## src/rtl/mbc_pkg.sv

```systemverilog
// Shared constants, RTC register bundle and read-mux helper for the MBC3 mapper.
package mbc_pkg;

   localparam logic [2:0] REG_ENA   = 3'b000;
   localparam logic [2:0] REG_ROM   = 3'b001;
   localparam logic [2:0] REG_SEL   = 3'b010;
   localparam logic [2:0] REG_LATCH = 3'b011;
   localparam logic [2:0] REG_RAM   = 3'b101;

   localparam logic [3:0] RTC_S  = 4'd8;
   localparam logic [3:0] RTC_M  = 4'd9;
   localparam logic [3:0] RTC_H  = 4'd10;
   localparam logic [3:0] RTC_DL = 4'd11;
   localparam logic [3:0] RTC_DH = 4'd12;

   localparam logic [5:0] SEC_MAX  = 6'd59;
   localparam logic [4:0] HOUR_MAX = 5'd23;

   // DH layout: bit7 day carry, bit6 halt, bit0 day8; the rest always read 0
   localparam logic [7:0] DH_MASK = 8'hC1;

   typedef struct packed {
      logic [5:0] s;
      logic [5:0] m;
      logic [4:0] h;
      logic [7:0] dl;
      logic [7:0] dh;
   } rtc_regs_t;

   function automatic logic [7:0] rtc_field(input rtc_regs_t r, input logic [2:0] idx);
      logic [7:0] v;
      case (idx)
         3'd0:    v = {2'b00, r.s};
         3'd1:    v = {2'b00, r.m};
         3'd2:    v = {3'b000, r.h};
         3'd3:    v = r.dl;
         3'd4:    v = r.dh;
         default: v = 8'h00;
      endcase
      return v;
   endfunction

endpackage

```

## src/rtl/mbc_rtc_counter.sv

```systemverilog
// Live and latched RTC registers with the seconds-to-days carry chain,
// a single bus write port and a latch strobe.
module mbc_rtc_counter
   import mbc_pkg::*;
(
   input  logic       clk,
   input  logic       rst,
   input  logic       tick,
   input  logic       wr_en,
   input  logic [2:0] wr_idx,
   input  logic [7:0] wr_data,
   input  logic       latch,
   input  logic [2:0] rd_idx,
   output logic [7:0] rd_data
);

   rtc_regs_t live, latched, nxt;
   logic       tick_en, s_carry, m_carry, h_carry, day_inc;
   logic       wr_s, wr_m, wr_h, wr_dl, wr_dh;
   logic [8:0] day_next;

   // A bus write replaces its register outright and suppresses any carry out of it
   always_comb begin
      nxt      = live;
      wr_s     = wr_en && (wr_idx == 3'd0);
      wr_m     = wr_en && (wr_idx == 3'd1);
      wr_h     = wr_en && (wr_idx == 3'd2);
      wr_dl    = wr_en && (wr_idx == 3'd3);
      wr_dh    = wr_en && (wr_idx == 3'd4);
      tick_en  = tick && !live.dh[6];
      s_carry  = tick_en && (live.s == SEC_MAX) && !wr_s;
      m_carry  = s_carry && (live.m == SEC_MAX) && !wr_m;
      h_carry  = m_carry && (live.h == HOUR_MAX) && !wr_h;
      day_inc  = h_carry && !wr_dl;
      day_next = {live.dh[0], live.dl} + 9'd1;

      if (tick_en) nxt.s = (live.s == SEC_MAX) ? 6'd0 : live.s + 6'd1;
      if (s_carry) nxt.m = (live.m == SEC_MAX) ? 6'd0 : live.m + 6'd1;
      if (m_carry) nxt.h = (live.h == HOUR_MAX) ? 5'd0 : live.h + 5'd1;
      if (day_inc) begin
         nxt.dl    = day_next[7:0];
         nxt.dh[0] = day_next[8];
         if (day_next == 9'd0) nxt.dh[7] = 1'b1;
      end

      if (wr_s)  nxt.s  = wr_data[5:0];
      if (wr_m)  nxt.m  = wr_data[5:0];
      if (wr_h)  nxt.h  = wr_data[4:0];
      if (wr_dl) nxt.dl = wr_data;
      if (wr_dh) nxt.dh = wr_data & DH_MASK;
   end

   // Latch copies the current live values, so a same-cycle tick is not seen
   always_ff @(posedge clk) begin
      if (rst) begin
         live    <= '0;
         latched <= '0;
      end else begin
         live <= nxt;
         if (latch) latched <= live;
      end
   end

   assign rd_data = rtc_field(latched, rd_idx);

endmodule

```

## src/rtl/mbc3_rtc.sv

```systemverilog
// MBC3 cartridge mapper: ROM/RAM banking, RAM enable, RTC register select and
// latch sequencing on a clocked DMG cartridge bus.
module mbc3_rtc
   import mbc_pkg::*;
#(
   parameter int ROM_BANK_W = 7,
   parameter int RAM_BANK_W = 2,
   parameter int HAS_RTC    = 1
) (
   input  logic                  clk,
   input  logic                  rst,
   input  logic [2:0]            a,
   input  logic [7:0]            d,
   input  logic                  nrd,
   input  logic                  nwr,
   input  logic                  ncs,
   input  logic                  rtc_tick,
   output logic [ROM_BANK_W-1:0] ra,
   output logic [RAM_BANK_W-1:0] aa,
   output logic                  ncs_rom,
   output logic                  ncs_ram,
   output logic                  cs_ram,
   output logic [7:0]            rtc_dout,
   output logic                  rtc_oe
);

   localparam logic [4:0] RAM_SEL_LIMIT = 5'(1 << RAM_BANK_W);

   logic                  ena, latch_arm, nwr_q;
   logic [ROM_BANK_W-1:0] rom_bank;
   logic [3:0]            sel;
   logic                  commit, ram_hit, sel_ram, sel_rtc;
   logic                  rtc_wr, rtc_latch;
   logic [7:0]            rtc_rd;

   assign commit    = nwr_q && !nwr && !rst;
   assign sel_ram   = ({1'b0, sel} < RAM_SEL_LIMIT);
   assign sel_rtc   = (sel >= RTC_S) && (sel <= RTC_DH);
   assign rtc_wr    = commit && (a == REG_RAM) && !ncs && ena && sel_rtc;
   assign rtc_latch = commit && (a == REG_LATCH) && latch_arm && (d == 8'h01);

   // Each write commits once, on the falling edge of nwr as seen by clk
   always_ff @(posedge clk) begin
      if (rst) begin
         ena       <= 1'b0;
         rom_bank  <= '0;
         sel       <= 4'd0;
         latch_arm <= 1'b0;
         nwr_q     <= 1'b1;
      end else begin
         nwr_q <= nwr;
         if (commit) begin
            case (a)
               REG_ENA:   ena       <= (d[3:0] == 4'hA);
               REG_ROM:   rom_bank  <= d[ROM_BANK_W-1:0];
               REG_SEL:   sel       <= d[3:0];
               REG_LATCH: latch_arm <= (d == 8'h00);
               default:   ;
            endcase
         end
      end
   end

   generate
      if (HAS_RTC != 0) begin : g_rtc
         mbc_rtc_counter u_rtc (
            .clk     (clk),
            .rst     (rst),
            .tick    (rtc_tick),
            .wr_en   (rtc_wr),
            .wr_idx  (sel[2:0]),
            .wr_data (d),
            .latch   (rtc_latch),
            .rd_idx  (sel[2:0]),
            .rd_data (rtc_rd)
         );
      end else begin : g_no_rtc
         assign rtc_rd = 8'h00;
      end
   endgenerate

   assign ram_hit  = ena && !ncs && !a[1];
   assign ncs_rom  = !(!a[2] && !nrd) && !rst;
   assign ncs_ram  = !(ram_hit && sel_ram);
   assign cs_ram   = !ncs_ram;
   assign rtc_oe   = (HAS_RTC != 0) && ram_hit && !nrd && sel_rtc;
   assign rtc_dout = rtc_oe ? rtc_rd : 8'h00;
   assign aa       = sel_ram ? sel[RAM_BANK_W-1:0] : '0;

   // Bank 0 in the switchable window aliases to bank 1
   always_comb begin
      ra = '0;
      if (!rst && a[1]) ra = (rom_bank == '0) ? ROM_BANK_W'(1) : rom_bank;
   end

endmodule
```

## config.mk

```make
export PLATFORM = sky130hd
export DESIGN_NAME = mbc3_rtc
export DESIGN_NICKNAME = d
export VERILOG_FILES = /design/src/rtl/mbc_pkg.sv /design/src/rtl/mbc_rtc_counter.sv /design/src/rtl/mbc3_rtc.sv
export SDC_FILE = /design/constraint.sdc
export NUM_CORES = 1
export LEC_CHECK = 0
export CORE_UTILIZATION = 58
export DETAILED_ROUTE_END_ITERATION = 10
export HOLD_SLACK_MARGIN = 0.06
export PLACE_DENSITY = 0.79
export SYNTH_ARGS = -nofsm -noshare
export SYNTH_HDL_FRONTEND = slang
export SYNTH_SLANG_ARGS = --single-unit
```

## constraint.sdc

```tcl
create_clock -name clk -period 5.05 [get_ports clk]
set_input_delay 1.2625 -clock clk [delete_from_list [all_inputs] [get_ports clk]]
set_output_delay 1.2625 -clock clk [all_outputs]
set_load 0.1 [all_outputs]
```

== Word-level counts from Yosys, hierarchy flattened ==
Index checks and enable logic that the tools add are counted.
Storage, ports and cells
  word-level logic and storage cells: 116
  register bits: 70
  input port bits: 17
Cells by class
  eq/ne operators: 13
  mux-type cells: 19
  reductions and logical operators: 60
  add/subtract/negate cells: 4
  $lt $le $gt $ge: 3
Operator list (number)
  8-bit case mux with 5 select lines: 1
  6-bit two-way mux: 6
  1-bit logical AND: 31
  8-bit two-way mux: 3
  5-bit two-way mux: 3
  7-bit two-way mux: 2
  1-bit logical NOT: 13
  6-bit by 1-bit adder with 6-bit output (second input constant): 2
  3-bit by 2-bit equality test with 1-bit output (second input constant): 4
  6-bit equality test (second input constant): 2
  2-bit nonzero test: 6
  2-bit AND reduction: 5
  9-bit by 1-bit adder with 9-bit output (second input constant): 1
  9-bit logical NOT: 1
  9-bit two-way mux: 1
  8-bit by 1-bit equality test with 1-bit output (second input constant): 1
  8-bit logical NOT: 1
  7-bit logical NOT: 1
  3-bit by 1-bit equality test with 1-bit output (second input constant): 2
  3-bit equality test (second input constant): 2
  3-bit logical NOT: 2
  5-bit by 1-bit adder with 5-bit output (second input constant): 1
  5-bit equality test (second input constant): 1
  4-bit equality test (second input constant): 1
  other kinds (5): 6

== Logic depth before layout (Yosys ltp) ==
  depth after elaboration: 17
  gate-level depth with buffers: 9
  gate-level depth less buffers: 7

== Cells and area by module ==
Synthesis repeated with hierarchy kept, for this count alone.
Unflattened totals
  cell total of the unflattened synthesis: 424
  area, all modules: 3724.8 um2
Modules (own cells, without submodules)
  mbc_rtc_counter: area each 2925.3 um2, times used 1, cells each 319, seq. area each 1121.1 um2
  mbc3_rtc: area each 799.5 um2, times used 1, cells each 105, seq. area each 280.3 um2

== Worst setup path after synthesis ==
Ideal clock, no wire load.
  path type: in2out
  from: input port ncs
  to: output port rtc_dout[3]
  data arrival time: 4148 ps
  slack: -361 ps
  stages on the path: 4
  buffers on the path: 1
  data required time: 3788 ps
  path through: nor4bb_1 > buf_2 > nand3b_1 > nor3b_1
Between the ends
  word-level cells in the longest chain between the ends: 6
Ends and longest elaborated chain
  from (decl): RTL line mbc3_rtc.sv:16  | input logic ncs,
  1-bit logical NOT: RTL line mbc3_rtc.sv:82  | assign ram_hit = ena && !ncs && !a[1];
  1-bit logical AND (2 in a row): RTL line mbc3_rtc.sv:82
  1-bit logical AND (2 in a row): RTL line mbc3_rtc.sv:86  | assign rtc_oe = (HAS_RTC != 0) && ram_hit && !nrd && sel_rtc;
  8-bit two-way mux: RTL line mbc3_rtc.sv:87  | assign rtc_dout = rtc_oe ? rtc_rd : 8'h00;
  to (decl): RTL line mbc3_rtc.sv:23  | output logic [7:0] rtc_dout,
Every way passes these cells.

== Final worst setup path ==
  from: input port a[1]
  to: output port rtc_dout[3]
Between the ends
  word-level cells in the longest chain between the ends: 5
Ends and longest elaborated chain
  from (decl): RTL line mbc3_rtc.sv:12  | input logic [2:0] a,
  1-bit logical NOT: RTL line mbc3_rtc.sv:82
  1-bit logical AND: RTL line mbc3_rtc.sv:82
  1-bit logical AND (2 in a row): RTL line mbc3_rtc.sv:86
  8-bit two-way mux: RTL line mbc3_rtc.sv:87
Every way passes these cells.

==> flow_summary.toml <==
[layout]
layout_commonest_cell = "nand2_1"
syn_to_final_growth_pct = 16.2
drive_gt1_frac = 0.100
final_cell_mix = "nand2_1 (93), dfxtp_1 (70), a21oi_1 (51), nor2_1 (45), nand3_1 (26)"
num_antenna_cells = 0
final_nets = 519
utilization = 0.711

[clock_tree]
cts_buffers = 9
postCtsHoldBufs = 0
cts_root_buf = "clkbuf_8"
htreeDepth = 3
clk_pin_slew_worst_paths_ns = 0.06
clkSinkCount = 70
cts_setup_buffers = 0
cts_resized = 0
clk_latency_ns = 0.35
clockBufferDepth = 2
cts_tree = "yes"

[routing]
routed_via_density = 6.03
dr.first_iter.drc_count = 244
wl_per_cell_um = 16.0
ant_nets = 0
first_pass_iters = 5
detail_route.wirelength_um = 9230
dr_total_vias = 3470
drc = 0

[synthesis]
synth_cells = 476
synth.avg_cell_area_um2 = 7.70
async_flop_share = 0
netlist_area_um2 = 3660
ys_ff_latch = 70
syn-num-nets = 498
yosysSeqAreaShare = 0.383
synth_edf_count = 0
synth.distinct_cells = 49
synth_ff_type = "dfxtp_1"
yosysWarningCount = 0

[timing]
slew_headroom = 0.354
rsz0062_at_grt = "false"
fmax_mhz = 223
setup_violations = 0
post-route-period-util = 0.886
period_minus_slack_ns = 4.48
skew_ns = 0.00835
fin_ws_ns = 0.574
worst_pin_slew_ns = 0.966
hold_viol = 0
slew_violations = 0

[setup_path]
cp-start-kind = "input pin"
worstSetupPathType = "in -> out"
critPathArrivalTime_ns = 3.21
endpoint_kind = "primary output"
crit_path_max_fanout = 9
critPathRequiredTime_ns = 3.79

[floorplanning]
dieArea_um2 = 6640
core.rowCount = 28
die_height_um = 81.5
num_io_pins = 38
die_x_um = 81.5
core_um2 = 5990
floorplan.initialDensity = 0.612

[global_route]
grt_pass1_vias = 3035
grt_max_degree = 65
grt_remaining_overflow = 0
grt_use_total = 0.301
grt_pass1_wl_um = 14900
antenna_found_initial = 0

[placed_design]
portBuffers = 37
gp_congestion = 0.862
dpl.hpwl_um = 6330
pre_cts_ws_ns = 0.571

[flow_run]
drv_cap = 0

[outcome]
outcome = "finished, final reports clean"

[power_and_ir_drop]
vdd_ir_drop_max_v = 0.000160
p_leak_nw = 1.48
p_per_area_nw_per_um2 = 242

[min_path]
worstHoldPathType = "reg -> reg"
[metal layers]
metal  share of wire  vias to the layer above  GRT usage
li1                -                     1707          -
met1            0.47                     1619      0.411
met2            0.44                      119      0.459
met3           0.058                       25     0.0633
met4           0.029                        0      0.129
met5               0                        -          0
[power by group]
group / switching (mW) / total, mW / internal (mW)
Sequential: 0.00378 / 0.558 / 0.554
Combinational: 0.0424 / 0.0637 / 0.0213
Clock: 0.195 / 0.407 / 0.213
[state kept, by name, indices dropped and copies added (netlist names)]
signal / count
nwr_q: 1
g_rtc.u_rtc.latched: 28
ena: 1
sel: 4
rom_bank: 7
latch_arm: 1
g_rtc.u_rtc.live: 28
[worst paths after layout]
kind | from | endpoint | slack, ns | cells past startpoint
setup / recovery | a[1] | rtc_dout[3] | 0.57 | 5
hold / removal | g_rtc.u_rtc.latched[18]$_SDFFE_PP0P_ | g_rtc.u_rtc.latched[18]$_SDFFE_PP0P_ | 0.45 | 2
setup reg to reg | sel[3]$_SDFFE_PP0P_ | g_rtc.u_rtc.live[9]$_SDFFE_PP0P_ | 2.31 | 7
hold reg to reg | g_rtc.u_rtc.latched[18]$_SDFFE_PP0P_ | g_rtc.u_rtc.latched[18]$_SDFFE_PP0P_ | 0.45 | 2
[layout make-up]
| cell class | instances | area, um2 |
|---|---|---|
| repair buffers | 43 | 475 |
| inverters | 4 | 15.0 |
| clock buffers | 13 | 169 |
| fillers | 507 | 1730 |
| clock inverters | 1 | 5.00 |
| multi-input cells | 369 | 2100 |
| well taps | 75 | 93.8 |
| flip-flops and latches | 70 | 1400 |
[critical path: stages]
cell	delay, ns
clkdlybuf4s50_1	0.46
nor4bb_1	0.36
nand3b_1	0.41
nor3b_1	0.48
buf_12	0.23
[metrics by stage]
| step | hold WS, ns | cell area (um2) | cells | power, mW | setup TNS, ns |
|---|---|---|---|---|---|
| 6_report | 0.450 | 4260 | 575 | 1.03 | 0 |
| 5_1_grt | 0.463 | 4260 | 575 | 1.06 | 0 |
| 4_1_cts | 0.453 | 4260 | 575 | 1.03 | 0 |
| 3_5_place_dp | 0.446 | 4080 | 561 | 0.634 | 0 |
| 3_3_place_gp | 0.438 | 4080 | 561 | 0.632 | 0 |
| 2_1_floorplan | 0.428 | 3660 | 476 | 0.606 | -0.949 |
[cell usage after synthesis (2+ instances only)]
cell,instances,share of area
o21a_1,2,0.0041
mux2i_1,15,0.041
nor2_1,45,0.046
ha_1,5,0.017
dfxtp_1,70,0.38
nor3b_1,4,0.0082
mux4_2,2,0.012
buf_6,2,0.0061
o21ai_0,14,0.019
a31oi_1,3,0.0051
or4_1,3,0.0061
o22a_1,2,0.0048
buf_1,3,0.0031
clkbuf_1,20,0.020
xor2_1,10,0.024
nor2b_1,6,0.010
nand2b_1,3,0.0051
buf_2,8,0.011
and4_1,3,0.0072
a211oi_1,14,0.029
nand4_1,8,0.014
a22oi_1,5,0.010
nand3_1,26,0.036
and3_1,5,0.0085
mux2_2,3,0.0092
or3_1,3,0.0051
and2_1,8,0.014
nand2_1,93,0.095
nor3_1,17,0.023
inv_1,4,0.0041
o311a_1,2,0.0055
a21oi_1,51,0.070
[logic make-up after synthesis]
family,share of synthesized area
compound gates,0.154
xor+xnor,0.0263
fa+ha+maj,0.0171
buf+inv,0.0447
flops,0.383
mux,0.0625
simple gates,0.313
Note: power is estimated with default switching activity, not from simulation.
